File: src/rtl/control_pkg.sv
// Shared encodings for the multicycle MIPS control unit: states, opcodes and
// datapath mux/ALU select codes.
package control_pkg;

   typedef enum logic [3:0] {
      FETCH     = 4'd0,
      DECODE    = 4'd1,
      MEM_ADDR  = 4'd2,
      MEM_READ  = 4'd3,
      MEM_WB    = 4'd4,
      MEM_WRITE = 4'd5,
      R_EXEC    = 4'd6,
      R_WB      = 4'd7,
      BRANCH    = 4'd8,
      JUMP      = 4'd9
   } estado_t;

   localparam logic [5:0] OP_R   = 6'b000000;
   localparam logic [5:0] OP_LW  = 6'b100011;
   localparam logic [5:0] OP_SW  = 6'b101011;
   localparam logic [5:0] OP_BEQ = 6'b000100;
   localparam logic [5:0] OP_J   = 6'b000010;

   localparam logic [1:0] ALUB_REGB   = 2'b00;
   localparam logic [1:0] ALUB_CUATRO = 2'b01;
   localparam logic [1:0] ALUB_IMM    = 2'b10;
   localparam logic [1:0] ALUB_IMM_X4 = 2'b11;

   localparam logic [1:0] ALUOP_ADD   = 2'b00;
   localparam logic [1:0] ALUOP_SUB   = 2'b01;
   localparam logic [1:0] ALUOP_FUNCT = 2'b10;

   localparam logic [1:0] PC_ALU    = 2'b00;
   localparam logic [1:0] PC_ALUOUT = 2'b01;
   localparam logic [1:0] PC_SALTO  = 2'b10;

   // States that wait on the memory ready handshake
   function automatic logic esEstadoMem(input estado_t e);
      return (e == FETCH) || (e == MEM_READ) || (e == MEM_WRITE);
   endfunction

endpackage

File: src/rtl/contador_espera.sv
// Memory wait counter: counts stalled cycles and flags when the limit is reached.
module contador_espera #(
   parameter int unsigned TIMEOUT = 15
) (
   input  logic clk,
   input  logic rst,
   input  logic clr,
   input  logic inc,
   output logic expira
);

   localparam logic [7:0] LIMITE = TIMEOUT[7:0];

   logic [7:0] cuenta;

   // Wait-cycle counter; clear has priority over increment
   always_ff @(posedge clk or posedge rst) begin
      if (rst) begin
         cuenta <= 8'd0;
      end else if (clr) begin
         cuenta <= 8'd0;
      end else if (inc) begin
         cuenta <= cuenta + 8'd1;
      end else begin
         cuenta <= cuenta;
      end
   end

   assign expira = (cuenta == LIMITE);

endmodule

File: src/rtl/control_multiciclo.sv
// Multicycle MIPS control FSM: sequences fetch/decode/execute/memory/writeback
// and drives every datapath select and write enable from the current state.
module control_multiciclo
   import control_pkg::*;
#(
   parameter int unsigned TIMEOUT = 15
) (
   input  logic       clk,
   input  logic       rst,
   input  logic [5:0] instru,
   input  logic       mem_listo,
   output logic       EscrPC,
   output logic       EscrPCCond,
   output logic       IoD,
   output logic       LeerMem,
   output logic       EscrMem,
   output logic       EscrIR,
   output logic       MemaReg,
   output logic       RegDest,
   output logic       EscrReg,
   output logic       FuenteALUA,
   output logic [1:0] FuenteALUB,
   output logic [1:0] ALUOp,
   output logic [1:0] FuentePC,
   output logic [3:0] estado,
   output logic       opinvalido,
   output logic       error_mem
);

   estado_t estadoActual;
   estado_t estadoSig;
   logic    esperaMem;
   logic    expira;
   logic    abortoMem;
   logic    opInvalidoDec;
   logic    clrCuenta;
   logic    incCuenta;

   assign esperaMem = esEstadoMem(estadoActual);
   assign abortoMem = esperaMem && !mem_listo && expira;
   // Any state change (including a timeout re-fetch) restarts the wait count
   assign clrCuenta = (estadoSig != estadoActual) || abortoMem;
   assign incCuenta = esperaMem && !mem_listo;

   contador_espera #(.TIMEOUT(TIMEOUT)) uEspera (
      .clk    (clk),
      .rst    (rst),
      .clr    (clrCuenta),
      .inc    (incCuenta),
      .expira (expira)
   );

   // Next-state selection; opcode is only looked at in DECODE and MEM_ADDR
   always_comb begin
      estadoSig     = FETCH;
      opInvalidoDec = 1'b0;
      case (estadoActual)
         FETCH:     estadoSig = mem_listo ? DECODE : FETCH;
         DECODE: begin
            case (instru)
               OP_LW, OP_SW: estadoSig = MEM_ADDR;
               OP_R:         estadoSig = R_EXEC;
               OP_BEQ:       estadoSig = BRANCH;
               OP_J:         estadoSig = JUMP;
               default: begin
                  estadoSig     = FETCH;
                  opInvalidoDec = 1'b1;
               end
            endcase
         end
         MEM_ADDR:  estadoSig = (instru == OP_LW) ? MEM_READ : MEM_WRITE;
         MEM_READ: begin
            if (mem_listo) begin
               estadoSig = MEM_WB;
            end else if (abortoMem) begin
               estadoSig = FETCH;
            end else begin
               estadoSig = MEM_READ;
            end
         end
         MEM_WRITE: estadoSig = (mem_listo || abortoMem) ? FETCH : MEM_WRITE;
         R_EXEC:    estadoSig = R_WB;
         MEM_WB, R_WB, BRANCH, JUMP: estadoSig = FETCH;
         default:   estadoSig = FETCH;
      endcase
   end

   // State register
   always_ff @(posedge clk or posedge rst) begin
      if (rst) begin
         estadoActual <= FETCH;
      end else begin
         estadoActual <= estadoSig;
      end
   end

   // Output decode from the registered state; everything held low during reset
   always_comb begin
      EscrPC     = 1'b0;
      EscrPCCond = 1'b0;
      IoD        = 1'b0;
      LeerMem    = 1'b0;
      EscrMem    = 1'b0;
      EscrIR     = 1'b0;
      MemaReg    = 1'b0;
      RegDest    = 1'b0;
      EscrReg    = 1'b0;
      FuenteALUA = 1'b0;
      FuenteALUB = ALUB_REGB;
      ALUOp      = ALUOP_ADD;
      FuentePC   = PC_ALU;
      opinvalido = 1'b0;
      error_mem  = 1'b0;
      if (rst) begin
         EscrPC = 1'b0;
      end else begin
         opinvalido = opInvalidoDec;
         error_mem  = abortoMem;
         case (estadoActual)
            FETCH: begin
               LeerMem    = 1'b1;
               FuenteALUB = ALUB_CUATRO;
               EscrIR     = mem_listo;
               EscrPC     = mem_listo;
            end
            DECODE:    FuenteALUB = ALUB_IMM_X4;
            MEM_ADDR: begin
               FuenteALUA = 1'b1;
               FuenteALUB = ALUB_IMM;
            end
            MEM_READ: begin
               LeerMem = 1'b1;
               IoD     = 1'b1;
            end
            MEM_WB: begin
               EscrReg = 1'b1;
               MemaReg = 1'b1;
            end
            MEM_WRITE: begin
               EscrMem = 1'b1;
               IoD     = 1'b1;
            end
            R_EXEC: begin
               FuenteALUA = 1'b1;
               ALUOp      = ALUOP_FUNCT;
            end
            R_WB: begin
               EscrReg = 1'b1;
               RegDest = 1'b1;
            end
            BRANCH: begin
               FuenteALUA = 1'b1;
               ALUOp      = ALUOP_SUB;
               EscrPCCond = 1'b1;
               FuentePC   = PC_ALUOUT;
            end
            JUMP: begin
               EscrPC   = 1'b1;
               FuentePC = PC_SALTO;
            end
            default: EscrPC = 1'b0;
         endcase
      end
   end

   assign estado = estadoActual;

endmodule
File: config.mk
export PLATFORM = sky130hd
export DESIGN_NAME = control_multiciclo
export DESIGN_NICKNAME = d
export VERILOG_FILES = /design/src/rtl/control_pkg.sv /design/src/rtl/contador_espera.sv /design/src/rtl/control_multiciclo.sv
export SDC_FILE = /design/constraint.sdc
export NUM_CORES = 1
export LEC_CHECK = 0
export CORE_UTILIZATION = 45
export CTS_CLUSTER_DIAMETER = 40
export CTS_CLUSTER_SIZE = 14
export DETAILED_ROUTE_END_ITERATION = 8
export PLACE_DENSITY = 0.81
export SLEW_MARGIN = 20
export SYNTH_ARGS = -nofsm -noshare
export SYNTH_HDL_FRONTEND = slang
export SYNTH_SLANG_ARGS = --single-unit
File: constraint.sdc
create_clock -name clk -period 2.4 [get_ports clk]
set_input_delay 0.48 -clock clk [delete_from_list [all_inputs] [get_ports clk]]
set_output_delay 0.48 -clock clk [all_outputs]
set_load 0.02 [all_outputs]
# After elaboration in Yosys (flattened, before gate mapping)
# Cells that the tools add are included.
# W data, S select, Z words.
totals:
  regBits: 12
  latchBits: 0
  ramBits: 0
  rom_bits: 0
  wordCells: 73
  memories: 0
classes:
  add_sub_neg: 1
  mul: 0
  div: 0
  order_cmp: 0
  eq_ne: 15
  shift: 0
  muxes: 39
  bitwise: 0
  reduce_logical: 16
ops:
  columns: ["operator", "n"]
  rows:
  - ["$mux W1", 24]
  - ["$pmux W4 S6", 1]
  - ["$eq A4 B3 Y1 const B", 4]
  - ["$mux W8", 2]
  - ["$pmux W4 S4", 1]
  - ["$eq A6 B6 Y1 const B", 2]
  - ["$mux W3", 3]
  - ["$add A8 B1 Y8 const B", 1]
  - ["$eq A4 B2 Y1 const B", 2]
  - ["$eq A4 B4 Y1 const B", 2]
  - ["$eq A8 B4 Y1 const B", 1]
  - ["$mux W2", 4]
  - ["$pmux W2 S2", 2]
  - ["$reduce_or A2 Y1", 4]
  - ["$eq A6 B2 Y1 const B", 1]
  - ["$eq A6 B3 Y1 const B", 1]
  - ["$logic_not A6 Y1", 1]
  - ["$pmux W2 S3", 1]
  - ["$reduce_or A5 Y1", 1]
  - ["$eq A4 B1 Y1 const B", 1]
  - ["$logic_not A4 Y1", 1]
  - ["$logic_or A1 B1 Y1", 4]
  - ["$ne A4 B4 Y1", 1]
  - ["$reduce_or A3 Y1", 1]
  - ["other kinds (4)", 5]

# Logic depth before layout (Yosys ltp)
logic_depth:
  word_depth: 11
  mapped_depth: 7
  depth_no_buf: 6

# Modules after synthesis
# Synthesis repeated with hierarchy kept, for this count alone.
unflattened:
  cells_unflattened: 117
  hier_area_um2: 960.9
by_module_without_submodules:
  columns: ["module", "n_inst", "cells_per_inst", "area_per_inst_um2"]
  rows:
  - ["control_multiciclo", 1, 77, 553.0]
  - ["contador_espera", 1, 40, 407.9]

# Worst setup path after synthesis
# No wires, ideal clock.
synth_timing:
  path_type: "flip-flop to output port"
  start: "register estadoActual[2] (netlist: estado[2])"
  end: "output EscrPC"
  arrival_ps: 2218
  required_ps: 1920
  setup_slack_ps: -298
  path_stages_with_launch: 6
  n_path_buf: 2
  path_cell_list: "dfrtp_1 clkbuf_1 buf_2 nor4_1 and3b_1 or2_2"
synth_via:
  elab_chain_len: 3
  word_cells_on_any_way: 4
  cone_classes: "eq/ne: 1; mux: 2; reduce/logical: 1"
synth_lines:
  columns: ["element", "line_no", "source"]
  rows:
  - ["start, declared", "control_multiciclo.sv:30", "estado_t estadoActual;"]
  - ["start signal, assigned", "control_multiciclo.sv:93", "estadoActual <= estadoSig;"]
  - ["$eq A4 B4 Y1 or $logic_not A4 Y1 (tied branches)", "control_multiciclo.sv:119", "case (estadoActual)"]
  - ["$pmux W1 S2 (*)", "control_multiciclo.sv:119", null]
  - ["$mux W1 (*)", "control_multiciclo.sv:114", "if (rst) begin"]
  - ["end, declared", "control_multiciclo.sv:12", "output logic EscrPC,"]
# Mark *: on every way between the ends. The rest lies on a longest branch, timed or not.

# Final worst setup path
layout_timing:
  start: "input instru[3]"
  end: "output opinvalido"
layout_via:
  elab_chain_len: 5
  word_cells_on_any_way: 9
  cone_classes: "eq/ne: 4; mux: 3; reduce/logical: 2"
layout_lines:
  columns: ["element", "line_no", "source"]
  rows:
  - ["start, declared", "control_multiciclo.sv:10", "input logic [5:0] instru,"]
  - ["$eq A6 B6 Y1, or another cell as far along", "control_multiciclo.sv:60", "case (instru)"]
  - ["$reduce_or A5 Y1 (no line) (*)", null, null]
  - ["$mux W1 (*)", "control_multiciclo.sv:60", null]
  - ["$mux W1 (*)", "control_multiciclo.sv:57", "case (estadoActual)"]
  - ["$mux W1 (*)", "control_multiciclo.sv:114", null]
  - ["end, declared", "control_multiciclo.sv:26", "output logic opinvalido,"]
# Marks and branches as above.

==> impl_summary.md <==
Run status
The run finished, with violations left. The checks that failed: setup timing.

Timing
In this run the tightest slew margin relative to its limit is 71.7%. The total count of hold-check failures in the final report came to 0. The count of final max-slew check failures was 0. The final count of negative-setup-slack endpoints is 1. The final cycle utilization of the critical path is 101%. Based on the critical path, the design can be clocked at up to 0.414 GHz.

The transition time at the pin with the least slew margin is 424 ps. Setup repair after global routing could not meet its margin everywhere. The minimum clock period after layout is 2410 ps. After layout, the worst setup slack is -13.7 ps. On the final layout, the worst clock skew is 8.41 ps.

Clock tree
Clock-pin slew was measured on the worst setup and hold paths at 80 ps. The maximum root-to-sink buffer count is 2. The number of H-tree branching levels is 1. The count of clock tree sinks is 12. The CTS buffer count is 3. TritonCTS built the clock tree. The insertion delay of the later-clocked pin in the worst-skew pair is 280 ps.

The post-cts hold buffer count is 0. The root buffer cell chosen for the clock tree is sky130_fd_sc_hd__clkbuf_4.

Worst setup path
Walking the worst path, the cells encountered are clkdlybuf4s50_1, or3_4, or3_4, nand3_2, a21oi_1, buf_4. The worst endpoint required time is 1920 ps. Setup slack on the worst reg-to-reg path comes out at 300 ps. The largest stage delay on the critical path is 420 ps. The critical path in this run is classified as in2out.

The slowest stage of the critical path belongs to the cell sky130_fd_sc_hd__clkdlybuf4s50_1. The maximum fanout encountered on the critical timing path is 2. The worst setup path is launched from an input pin.

The path depth of the worst reg2reg path is 6. The worst setup path is captured at an output port. By instance count, the cell type seen most on the critical path is sky130_fd_sc_hd__or3_4. The endpoint identified for the worst register-to-register timing path is uEspera.cuenta[4]$_DFFE_PP0P_. The worst endpoint data arrival time is 1930 ps. In this run the critical register-to-register path is launched from uEspera.cuenta[6]$_DFFE_PP0P_.

Yosys
The cell area after synthesis is 0.00102 mm². The yosys synthesis warning count is 0. The cell count after synthesis is 126. In the synthesized netlist the dominant register cell turns out to be sky130_fd_sc_hd__dfrtp_1. Yosys mapped a number of flops with a built-in enable equal to 0.

Counting every net in the synthesized netlist gives 136. The flip-flop and latch count after synthesis is 12. The largest total area in the synthesized netlist belongs to sky130_fd_sc_hd__dfrtp_1. Dividing the synthesized area by the synthesized cell count gives 8.09 µm².

The synthesized design devotes to its leading area cell type 29.4% of total area. The distinct cell type count of the synthesized netlist is 41. By area the synthesized netlist is led by sky130_fd_sc_hd__dfrtp_1, sky130_fd_sc_hd__nor3_1, sky130_fd_sc_hd__nor2_1. The share of async-settable or async-resettable flops after synthesis is 100%. The sequential share of the synthesized area is 29.4%.

Die
The floorplan has 16 rows. The top-level I/O count is 31. Once the floorplan was initialized, standard cells occupied 49.9% of the core.

The overall die width is 49.6 µm. The area of the die is 0.00246 mm². The die height is 49.6 µm.

The region available for standard cell placement spans 0.00204 mm².

Global route
Entering global routing, the biggest net connects 20 pins. The first-pass GRT wire length is 4850 µm. Global routing finished with a remaining overflow of 0. The number of global-route vias before repair is 1139. Across every metal layer, demand over resource in global routing totals 25.7%. The initial antenna violation count is 0.

Finish
The leading cell type in the layout, fill and taps excluded is sky130_fd_sc_hd__buf_4. The final-stage net count is 191. 0 antenna diodes ended up in the layout. The area growth from synthesis to layout is 57.7%.

Leaving out fill and tap cells, the most frequent cells in the layout are sky130_fd_sc_hd__buf_4, sky130_fd_sc_hd__nor3_1, sky130_fd_sc_hd__nor2_1. The final cell utilization of the core is 78.7%. The share of cells above drive strength 1 is 29.4%.

Job
The tool flagged a number of max-cap violations equal to 0.

Route
The remaining routing DRC violations is 0. The number of design-rule violations left by the first detailed-router iteration is 18. The final routed wirelength across all metal layers is 2970 µm. The routed wire length per instance is 14.4 µm. Once detail routing completed, the nets flagged for antenna violations numbered 0. The routed layout has 1186 vias. The via density per instance is 5.73.

The number of iterations in the first detailed-routing pass is 4.

Power
Power spread over the standard cell area amounts to 355 mW/mm². The leakage power of the design is 0.810 nW. VDD sags by at most 237 µV.

The power consumption is 571 µW.

Place
The post-DP HPWL is 2210 µm. The count of buffers from port buffering is 30. The global placer's final weighted congestion is 0.902. The post-place setup slack is -434 ps.

Min path
The worst hold path belongs to the class in2async.
routing by layer:
layer / GRT usage, % / share of wire (%) / wire [µm] / vias to the layer above
li1: - / - / - / 564
met1: 28.8 / 40 / 1200 / 567
met2: 45.5 / 51 / 1510 / 44
met3: 5.25 / 6.0 / 177 / 11
met4: 12.9 / 3.0 / 90 / 0
met5: 0 / 0 / 0 / -
critical path, delay by kind of cell:
kind,cells,cell delay [ps]
simple gates,3,820
buf+inv,2,580
compound gates,1,40
synth_stat cells (all sizes together) (3+ instances only):
library cell  instances
o21ai                 4
xor2                  5
xnor2                 5
or3                   4
nor2                 13
nand3                 3
nand2                10
inv                   3
dfrtp                12
buf                   5
nand2b                3
nor4                  4
nor3                 14
and3                  3
nand4                 5
or2                   4
clkbuf                4
sequential cells by signal, summed over array words and instances, names as in the netlist:
name	flops
estado	4
uEspera.cuenta	8
cell type report:
class | instances | area [µm²]
clock buffer | 4 | 36.3
tap | 27 | 33.8
multi-input combinational | 102 | 708
sequential | 12 | 304
inverter | 3 | 11.3
fill | 137 | 434
timing repair buffer | 59 | 514
cells by family (layout without fill, tap and decap cells):
| kind of cell | count (synthesis) | in the layout | synth area share (%) |
|---|---|---|---|
| xor+xnor | 10 | 10 | 8.59 |
| flops | 12 | 12 | 29.4 |
| fa+ha+maj | 1 | 1 | 1.23 |
| buf+inv | 12 | 66 | 5.28 |
| mux | 1 | 1 | 0.982 |
| simple gates | 73 | 73 | 39.5 |
| compound gates | 17 | 17 | 15.0 |
metrics by stage:
stage                     instance area [µm²]  hold slack [ps]  setup TNS [ps]  std cells
final                                    1610              560           -13.7        207
after global routing                     1610              585           -90.9        207
after CTS                                1550              554           -56.3        203
after detailed placement                 1520              575           -4190        199
after global placement                   1520              571           -3360        199
after floorplan                          1040              544               0        126
how the worst max path moves through the flow:
stage,from,to,slack [ps],cells past startpoint
2_1_floorplan,estado[1]$_DFF_PP0_,FuentePC[0],100,5
3_3_place_gp,instru[0],opinvalido,-390,6
3_5_place_dp,instru[0],opinvalido,-430,6
4_1_cts,instru[0],opinvalido,-60,6
5_1_grt,instru[3],opinvalido,-60,6
6_report,instru[3],opinvalido,-10,6
power by group:
part           switching, mW  internal (mW)
logic                  0.101         0.0928
registers            0.00931          0.210
clock network         0.0651         0.0923
repair_timing:
action                     in CTS  in global routing
gates resized for setup        24                 11
pin swaps                       0                  1
cloned                          0                  0
setup endpoints to repair      18                  7
buffers inserted                0                  4
(Power assumes the default switching activity.)
